<file path="src/rtl/riscv_pkg.sv">
// riscv_pkg: shared encodings for the multicycle RV32I control path
package riscv_pkg;
  localparam logic [3:0] ALU_ADD = 4'b0010;
  localparam logic [3:0] ALU_SUB = 4'b0110;
  localparam logic [3:0] ALU_AND = 4'b0000;
  localparam logic [3:0] ALU_OR  = 4'b0001;
  localparam logic [6:0] OP_LW  = 7'b0000011;
  localparam logic [6:0] OP_SW  = 7'b0100011;
  localparam logic [6:0] OP_R   = 7'b0110011;
  localparam logic [6:0] OP_I   = 7'b0010011;
  localparam logic [6:0] OP_BEQ = 7'b1100011;
  localparam logic [6:0] OP_JAL = 7'b1101111;
  typedef enum logic [3:0] {
    S_FETCH    = 4'd0,
    S_DECODE   = 4'd1,
    S_MEMADR   = 4'd2,
    S_MEMREAD  = 4'd3,
    S_MEMWB    = 4'd4,
    S_MEMWRITE = 4'd5,
    S_EXECUTER = 4'd6,
    S_EXECUTEI = 4'd7,
    S_ALUWB    = 4'd8,
    S_BEQ      = 4'd9,
    S_JAL      = 4'd10
  } state_t;
  typedef enum logic [1:0] {RES_ALUOUT = 2'b00, RES_MEM = 2'b01, RES_ALU = 2'b10} result_src_t;
  typedef enum logic [1:0] {A_PC = 2'b00, A_OLDPC = 2'b01, A_RD1 = 2'b10} alu_src_a_t;
  typedef enum logic [1:0] {B_RD2 = 2'b00, B_IMM = 2'b01, B_FOUR = 2'b10} alu_src_b_t;
  typedef enum logic [1:0] {IMM_I = 2'b00, IMM_S = 2'b01, IMM_B = 2'b10, IMM_J = 2'b11} imm_src_t;
  typedef enum logic [1:0] {AOP_ADD = 2'b00, AOP_SUB = 2'b01, AOP_FUNCT = 2'b10} alu_op_t;
endpackage

</file>
<file path="src/rtl/alu_decoder.sv">
// alu_decoder: maps operation class plus funct fields to the ALU operation code
module alu_decoder
  import riscv_pkg::*;
(
  input  logic [1:0] alu_op,
  input  logic [2:0] funct3,
  input  logic       funct7b5,
  input  logic       op5,
  output logic [3:0] alu_operation
);
  // op5 separates R-type from addi, which must ignore funct7b5
  always_comb
    alu_operation = alu_op == AOP_SUB ? ALU_SUB :
                    alu_op == AOP_ADD ? ALU_ADD :
                    funct3 == 3'b111 ? ALU_AND :
                    funct3 == 3'b110 ? ALU_OR :
                    (funct3 == 3'b000 && op5 && funct7b5) ? ALU_SUB : ALU_ADD;
endmodule

</file>
<file path="src/rtl/multicycle_control.sv">
// multicycle_control: main FSM stepping RV32I instructions through fetch..writeback
module multicycle_control
  import riscv_pkg::*;
(
  input  logic       clk,
  input  logic       rst,
  input  logic [6:0] opcode,
  input  logic [2:0] funct3,
  input  logic       funct7b5,
  input  logic       zero,
  output logic       pc_write,
  output logic       adr_src,
  output logic       mem_write,
  output logic       ir_write,
  output logic       reg_write,
  output logic [1:0] result_src,
  output logic [1:0] alu_src_a,
  output logic [1:0] alu_src_b,
  output logic [1:0] imm_src,
  output logic [3:0] ALU_Operation,
  output logic [3:0] state
);
  state_t state_q, state_n;
  logic pc_update, branch, ir_w, reg_w, mem_w;
  alu_op_t alu_op;
  always_ff @(posedge clk or posedge rst)
    if (rst) state_q <= S_FETCH;
    else state_q <= state_n;
  always_comb begin
    state_n = S_FETCH;
    case (state_q)
      S_FETCH:    state_n = S_DECODE;
      S_DECODE:   state_n = (opcode == OP_LW || opcode == OP_SW) ? S_MEMADR :
                            opcode == OP_R   ? S_EXECUTER :
                            opcode == OP_I   ? S_EXECUTEI :
                            opcode == OP_BEQ ? S_BEQ :
                            opcode == OP_JAL ? S_JAL : S_FETCH;
      S_MEMADR:   state_n = opcode[5] ? S_MEMWRITE : S_MEMREAD;
      S_MEMREAD:  state_n = S_MEMWB;
      S_EXECUTER: state_n = S_ALUWB;
      S_EXECUTEI: state_n = S_ALUWB;
      S_JAL:      state_n = S_ALUWB;
      default:    state_n = S_FETCH;
    endcase
  end
  always_comb begin
    pc_update  = 1'b0;
    branch     = 1'b0;
    ir_w       = 1'b0;
    reg_w      = 1'b0;
    mem_w      = 1'b0;
    adr_src    = 1'b0;
    result_src = RES_ALUOUT;
    alu_src_a  = A_PC;
    alu_src_b  = B_RD2;
    alu_op     = AOP_ADD;
    case (state_q)
      S_FETCH: begin
        ir_w       = 1'b1;
        pc_update  = 1'b1;
        alu_src_b  = B_FOUR;
        result_src = RES_ALU;
      end
      S_DECODE: begin
        alu_src_a = A_OLDPC;
        alu_src_b = B_IMM;
      end
      S_MEMADR: begin
        alu_src_a = A_RD1;
        alu_src_b = B_IMM;
      end
      S_MEMREAD: adr_src = 1'b1;
      S_MEMWB: begin
        result_src = RES_MEM;
        reg_w      = 1'b1;
      end
      S_MEMWRITE: begin
        adr_src = 1'b1;
        mem_w   = 1'b1;
      end
      S_EXECUTER: begin
        alu_src_a = A_RD1;
        alu_op    = AOP_FUNCT;
      end
      S_EXECUTEI: begin
        alu_src_a = A_RD1;
        alu_src_b = B_IMM;
        alu_op    = AOP_FUNCT;
      end
      S_ALUWB: reg_w = 1'b1;
      S_BEQ: begin
        alu_src_a = A_RD1;
        alu_op    = AOP_SUB;
        branch    = 1'b1;
      end
      S_JAL: begin
        alu_src_a = A_OLDPC;
        alu_src_b = B_FOUR;
        pc_update = 1'b1;
      end
      default: ;
    endcase
  end
  always_comb
    imm_src = opcode == OP_SW ? IMM_S : opcode == OP_BEQ ? IMM_B : opcode == OP_JAL ? IMM_J : IMM_I;
  // reset blocks every strobe combinationally so an aborted instruction writes nothing
  assign pc_write  = ~rst & (pc_update | (branch & zero));
  assign ir_write  = ~rst & ir_w;
  assign reg_write = ~rst & reg_w;
  assign mem_write = ~rst & mem_w;
  assign state     = state_q;
  alu_decoder u_alu_decoder (
    .alu_op       (alu_op),
    .funct3       (funct3),
    .funct7b5     (funct7b5),
    .op5          (opcode[5]),
    .alu_operation(ALU_Operation)
  );
endmodule
</file>
<file path="config.mk">
export PLATFORM = sky130hd
export DESIGN_NAME = multicycle_control
export DESIGN_NICKNAME = d
export VERILOG_FILES = /design/src/rtl/riscv_pkg.sv /design/src/rtl/alu_decoder.sv /design/src/rtl/multicycle_control.sv
export SDC_FILE = /design/constraint.sdc
export NUM_CORES = 1
export LEC_CHECK = 0
export CORE_MARGIN = 2
export CORE_UTILIZATION = 35
export CTS_BUF_LIST = sky130_fd_sc_hd__clkbuf_4 sky130_fd_sc_hd__clkbuf_8
export CTS_CLUSTER_DIAMETER = 150
export CTS_CLUSTER_SIZE = 20
export DETAILED_ROUTE_END_ITERATION = 12
export PLACE_DENSITY_LB_ADDON = 0.08
export SYNTH_ARGS = -nofsm -noshare
export SYNTH_HDL_FRONTEND = slang
export SYNTH_SLANG_ARGS = --single-unit
export TNS_END_PERCENT = 5
</file>
<file path="constraint.sdc">
create_clock -name clk -period 1.85 [get_ports clk]
set_input_delay 0.2775 -clock clk [delete_from_list [all_inputs] [get_ports clk]]
set_output_delay 0.2775 -clock clk [all_outputs]
set_load 0.03 [all_outputs]
</file>
-- Word-level counts from Yosys, hierarchy flattened
Index checks and enable logic that the tools add are counted.
Widths: inputs -> output; s select.
- flip-flop bits (word level): 4
- input port bits: 14
- output and inout port bits: 21
- word-level logic and storage cells: 66
- equal/unequal tests: 19
- mux-type cells: 25
- bitwise gates (word level): 7
- reduce and logical (&&, ||, !) cells: 14
- operators with widths (cell ; number):
    $mux 4 ; 9
    $pmux 4 s5 ; 1
    $eq 4x3->1 const B ; 4
    $pmux 2 s2 ; 4
    $eq 7x6->1 const B ; 2
    $eq 7x7->1 const B ; 2
    $eq 4x4->1 const B ; 3
    $reduce_or 2->1 ; 5
    $eq 4x2->1 const B ; 2
    $eq 7x2->1 const B ; 1
    $eq 7x5->1 const B ; 1
    $eq 3x3->1 const B ; 2
    $mux 1 ; 6
    $mux 2 ; 3
    $mux 3 ; 2
    $reduce_or 3->1 ; 2
    $and 1x1->1 ; 5
    $eq 4x1->1 const B ; 1
    $logic_not 4->1 ; 1
    $reduce_or 4->1 ; 1
    $logic_not 3->1 ; 1
    $eq 2x1->1 const B ; 1
    $logic_and 1x1->1 ; 2
    $logic_not 2->1 ; 1
    other kinds (3) ; 3

-- Logic depth before layout (Yosys ltp)
- depth after elaboration: 8
- gate-level depth with buffers: 4
- gate-level depth less buffers: 3

-- Modules after synthesis
A second synthesis with hierarchy kept.
- cell total of the unflattened synthesis: 66
- area total of the unflattened synthesis: 501.7 sq um
- modules (own cells, without submodules) (module ; instances ; cells each ; area an instance (sq um)):
    multicycle_control ; 1 ; 58 ; 454.2
    alu_decoder ; 1 ; 8 ; 47.5

-- Worst setup path before layout
No wires, ideal clock.
- path type: register to output
- from: register state_q[1] (netlist: state[1])
- to: output port pc_write
- arrival time: 2492 ps
- data required time: 1572 ps
- slack: -920 ps
- cell stages (with the launch flop): 4
- cell sequence: dfrtp_1 nor2b_1 a21oi_1 a2111oi_0
- cells in the longest elaborated chain, start to end: 5
- RTL lines (element ; line ; RTL):
    start: declaration ; multicycle_control.sv:23 ; state_t state_q, state_n;
    start signal: assignment ; multicycle_control.sv:28 ; else state_q <= state_n;
    $eq 4x4->1 / $logic_not 4->1 (equally long branches) ; multicycle_control.sv:57 ; case (state_q)
    $reduce_or 2->1 (no line) / $mux 1 (equally long branches) ; n/a ;
    $mux 1 / $and 1x1->1 (equally long branches) ; multicycle_control.sv:57, multicycle_control.sv:107 ;
    $or 1x1->1 * ; multicycle_control.sv:107 ; assign pc_write = ~rst & (pc_update | (branch & zero));
    $and 1x1->1 * ; multicycle_control.sv:107 ;
    end: declaration ; multicycle_control.sv:11 ; output logic pc_write,
Mark *: on every way between the ends. The rest lies on a longest branch, timed or not.

-- Worst setup path in the final report
- from: register state_q[2] (netlist: state[2])
- to: output port reg_write
- cells in the longest elaborated chain, start to end: 4
- RTL lines (element ; line ; RTL):
    $eq 4x4->1 / $eq 4x3->1 (equally long branches) ; multicycle_control.sv:57 ;
    $reduce_or 2->1 (no line) * ; n/a ;
    $mux 1 * ; multicycle_control.sv:57 ;
    $and 1x1->1 * ; multicycle_control.sv:109 ; assign reg_write = ~rst & reg_w;
    end: declaration ; multicycle_control.sv:15 ; output logic reg_write,
Marked as above.

==> flow_metrics.py <==
metrics = {
    "power": {
        "power_density_nw_per_um2": 950,
        "internal-power_mw": 0.439,
        "swShare_pct": 48.9,
        "p_total_mw": 0.860,
        "clock_power_share_pct": 12.7,
        "p_switching_mw": 0.420,
        "p_leak_nw": 0.381,
        "seqPwrFrac_pct": 14.1,
        "ir_drop_mv": 0.552,
        "pwr-share-comb_pct": 73.2,
    },
    "global_route": {
        "grt_pass1_vias": 549,
        "grt_pass1_wl_um": 2170,
        "grt_usage_pct": 19.5,
        "grt_overflow": 0,
        "antenna_found_initial": 0,
        "grt_start_max_net_pins": 14,
    },
    "timing": {
        "hold_violations": 0,
        "finClkSkew_ns": 0.00759,
        "fin_crit_sh_pct": 96.3,
        "fin_crit_ns": 1.78,
        "max_freq_ghz": 0.562,
        "grt_setup_unrepaired": "no",
        "finalSetupViolCount": 0,
        "slew_violations": 0,
    },
    "drt": {
        "ant_nets": 0,
        "vias": 667,
        "drc": 0,
        "drt_iter0_markers": 7,
        "drt-vias-per-instance": 5.47,
        "drt_wl_total_um": 1530,
        "routedWlPerCell_um": 12.5,
        "dr.pass1.iters": 3,
    },
    "setup_path": {
        "path_max_fanout": 13,
        "cp_data_arrival_time_ns": 1.50,
        "cp_slowest_cell": "dfrtp_1",
        "crit_chain": "buf_4, nand2b_4, a2111oi_2, buf_4",
        "required_ns": 1.57,
        "worst_setup_path_end_kind": "primary output",
        "cpPeakStageDelay_ns": 0.36,
        "cp_common_cell": "buf_4",
        "path_class": "reg -> out",
        "cp_top_family": "buffers and inverters",
        "critical_path_buf_inv_count": 2,
        "crit_path_start_kind": "flop",
    },
    "placement": {
        "port-buffer-count": 33,
        "dpl.hpwl_um": 1250,
        "gp_congestion": 0.699,
    },
    "outcome": {
        "status": "completed",
    },
    "layout": {
        "antenna_cells": 0,
        "fin_util_pct": 69.5,
        "syn_to_final_growth_pct": 86.8,
        "drive_gt1_share_pct": 34.6,
        "largest_reg_flops": 4,
        "fill_cells": 123,
        "nets": 123,
    },
    "synthesis": {
        "synth-edff-count": 0,
        "synth_fp_nets": 82,
        "syn_area_per_cell_um2": 7.12,
        "ys_ff_latch": 4,
        "synth_warnings": 0,
        "synth_ff_type": "dfrtp_1",
        "syn-cell-area_um2": 484,
        "synthCells": 68,
        "yosysUniqueCellTypes": 33,
        "ys_seq_area_share_pct": 20.7,
        "async_reset_ff_share_pct": 100,
    },
    "clocking": {
        "cts_root_buffer": "clkbuf_4",
        "cts_setup_buffers": 0,
        "cts_inserted_buffers": 3,
        "cts.path.max_buffers": 2,
        "clkTransAtPathRegs_ns": 0.04,
        "clock_sinks": 4,
        "worst_skew_pair.late_latency_ns": 0.24,
        "cts_tree": "built",
        "h-tree-depth": 1,
    },
    "min_path": {
        "hold_class": "in -> async",
    },
    "job": {
        "cap_violations": 0,
    },
    "floorplanning": {
        "core-area_um2": 1300,
        "die_h_um": 41.2,
        "io_pins": 35,
        "die_area_um2": 1700,
        "num_rows": 13,
        "die_x_um": 41.2,
        "start_util_pct": 37.2,
    },
}
cell usage after synthesis (2+ instances only):
cell       count  area, um^2
a2111oi_0      2        17.5
a21oi_1        6        30.0
clkbuf_1       5        18.8
dfrtp_1        4         100
inv_1          3        11.3
nand2_1        3        11.3
nand2b_1       3        18.8
nand4_1        3        18.8
nor2_1         3        11.3
nor2b_1        4        25.0
nor3_1         6        30.0
nor3b_1        2        15.0
o21ai_0        2        10.0
or4_1          2        15.0
xor2_1         2        17.5
layout by cell type (no fill, tap or decap), drive strengths merged:
| cell type | count |
|---|---|
| buf | 24 |
| clkdlybuf4s50 | 17 |
| a21oi | 6 |
| nor3 | 6 |
| nor2b | 4 |
| dfrtp | 4 |
| nand2 | 3 |
| inv | 3 |
| nand4 | 3 |
| clkbuf | 3 |
| nand2b | 3 |
| nor2 | 3 |
| nor3b | 2 |
| o21ai | 2 |
| xor2 | 2 |
| a2111oi | 2 |
| or4 | 2 |
| or3b | 1 |
| or2 | 1 |
| and3b | 1 |
| nor4bb | 1 |
| o211ai | 1 |
| or3 | 1 |
| nand3 | 1 |
| nand4b | 1 |
| a211oi | 1 |
| o22ai | 1 |
| nor4 | 1 |
| xnor2 | 1 |
| a22oi | 1 |
| nor4b | 1 |
| a2bb2oi | 1 |
| o31ai | 1 |
| conb | 1 |
| dlygate4sd2 | 1 |
power groups by stage:
stage | logic, mW | clock network [mW] | registers [mW]
3_3_place_gp | 0.617 | 0 | 0.123
5_1_grt | 0.676 | 0.124 | 0.122
3_5_place_dp | 0.622 | 0 | 0.122
4_1_cts | 0.624 | 0.114 | 0.121
2_1_floorplan | 0.342 | 0 | 0.156
6_report | 0.629 | 0.109 | 0.122
per-stage QoR:
step	worst slack, ns	cells	instance area [um^2]	hold WS [ns]	TNS, ns
after global placement	0.0703	119	858	0.661	0
after global routing	0.00433	122	905	0.459	0
after detailed placement	0.0515	119	858	0.668	0
final	0.0691	122	905	0.428	0
after CTS	0.0211	122	880	0.424	0
after floorplan	-0.280	68	505	0.0436	-1.33
logic make-up (layout without fill, tap and decap cells):
group | after synthesis | count (layout) | share of synthesized area, %
DFF | 4 | 4 | 20.7
other | 1 | 1 | 0.774
AOI/OAI and AO/OA | 16 | 16 | 21.2
xor gates and xnor gates | 3 | 3 | 5.43
buffers and inverters | 9 | 48 | 7.75
and+or+nand+nor | 35 | 35 | 44.2
worst paths after layout:
check | from | endpoint | slack (ns) | cells after the start
setup / recovery | state[2] | reg_write | 0.07 | 4
min in group clk | state[2] | state[3] | 0.68 | 2
max in group asynchronous | rst | state[1] | 1.25 | 2
setup reg to reg | state[1] | state[3] | 0.27 | 3
hold / removal | rst | state[3] | 0.43 | 2
hold reg to reg | state[2] | state[3] | 0.68 | 2
layout make-up:
type	count	area (um^2)	area share, %
multi-input combinational	55	392	43.3
timing repair buffer	42	359	39.7
sequential	4	101	11.2
clock buffer	3	22.5	2.49
tap	15	18.8	2.07
inverter	3	11.3	1.24
routing by layer:
metal,part of all wire (%),vias up,global-route usage (%)
li1,-,335,-
met1,40,310,18.5
met2,54,22,40.6
met3,6.7,0,7.61
met4,0,0,0
met5,0,-,0
what timing repair did:
action | CTS | global route
gates resized for setup | 1 | 5
endpoints found under the setup margin | 1 | 5
gates cloned | 0 | 0
hold buffers | 0 | 0
pin swaps | 0 | 1
No activity file was read; power rests on OpenSTA's default activity.
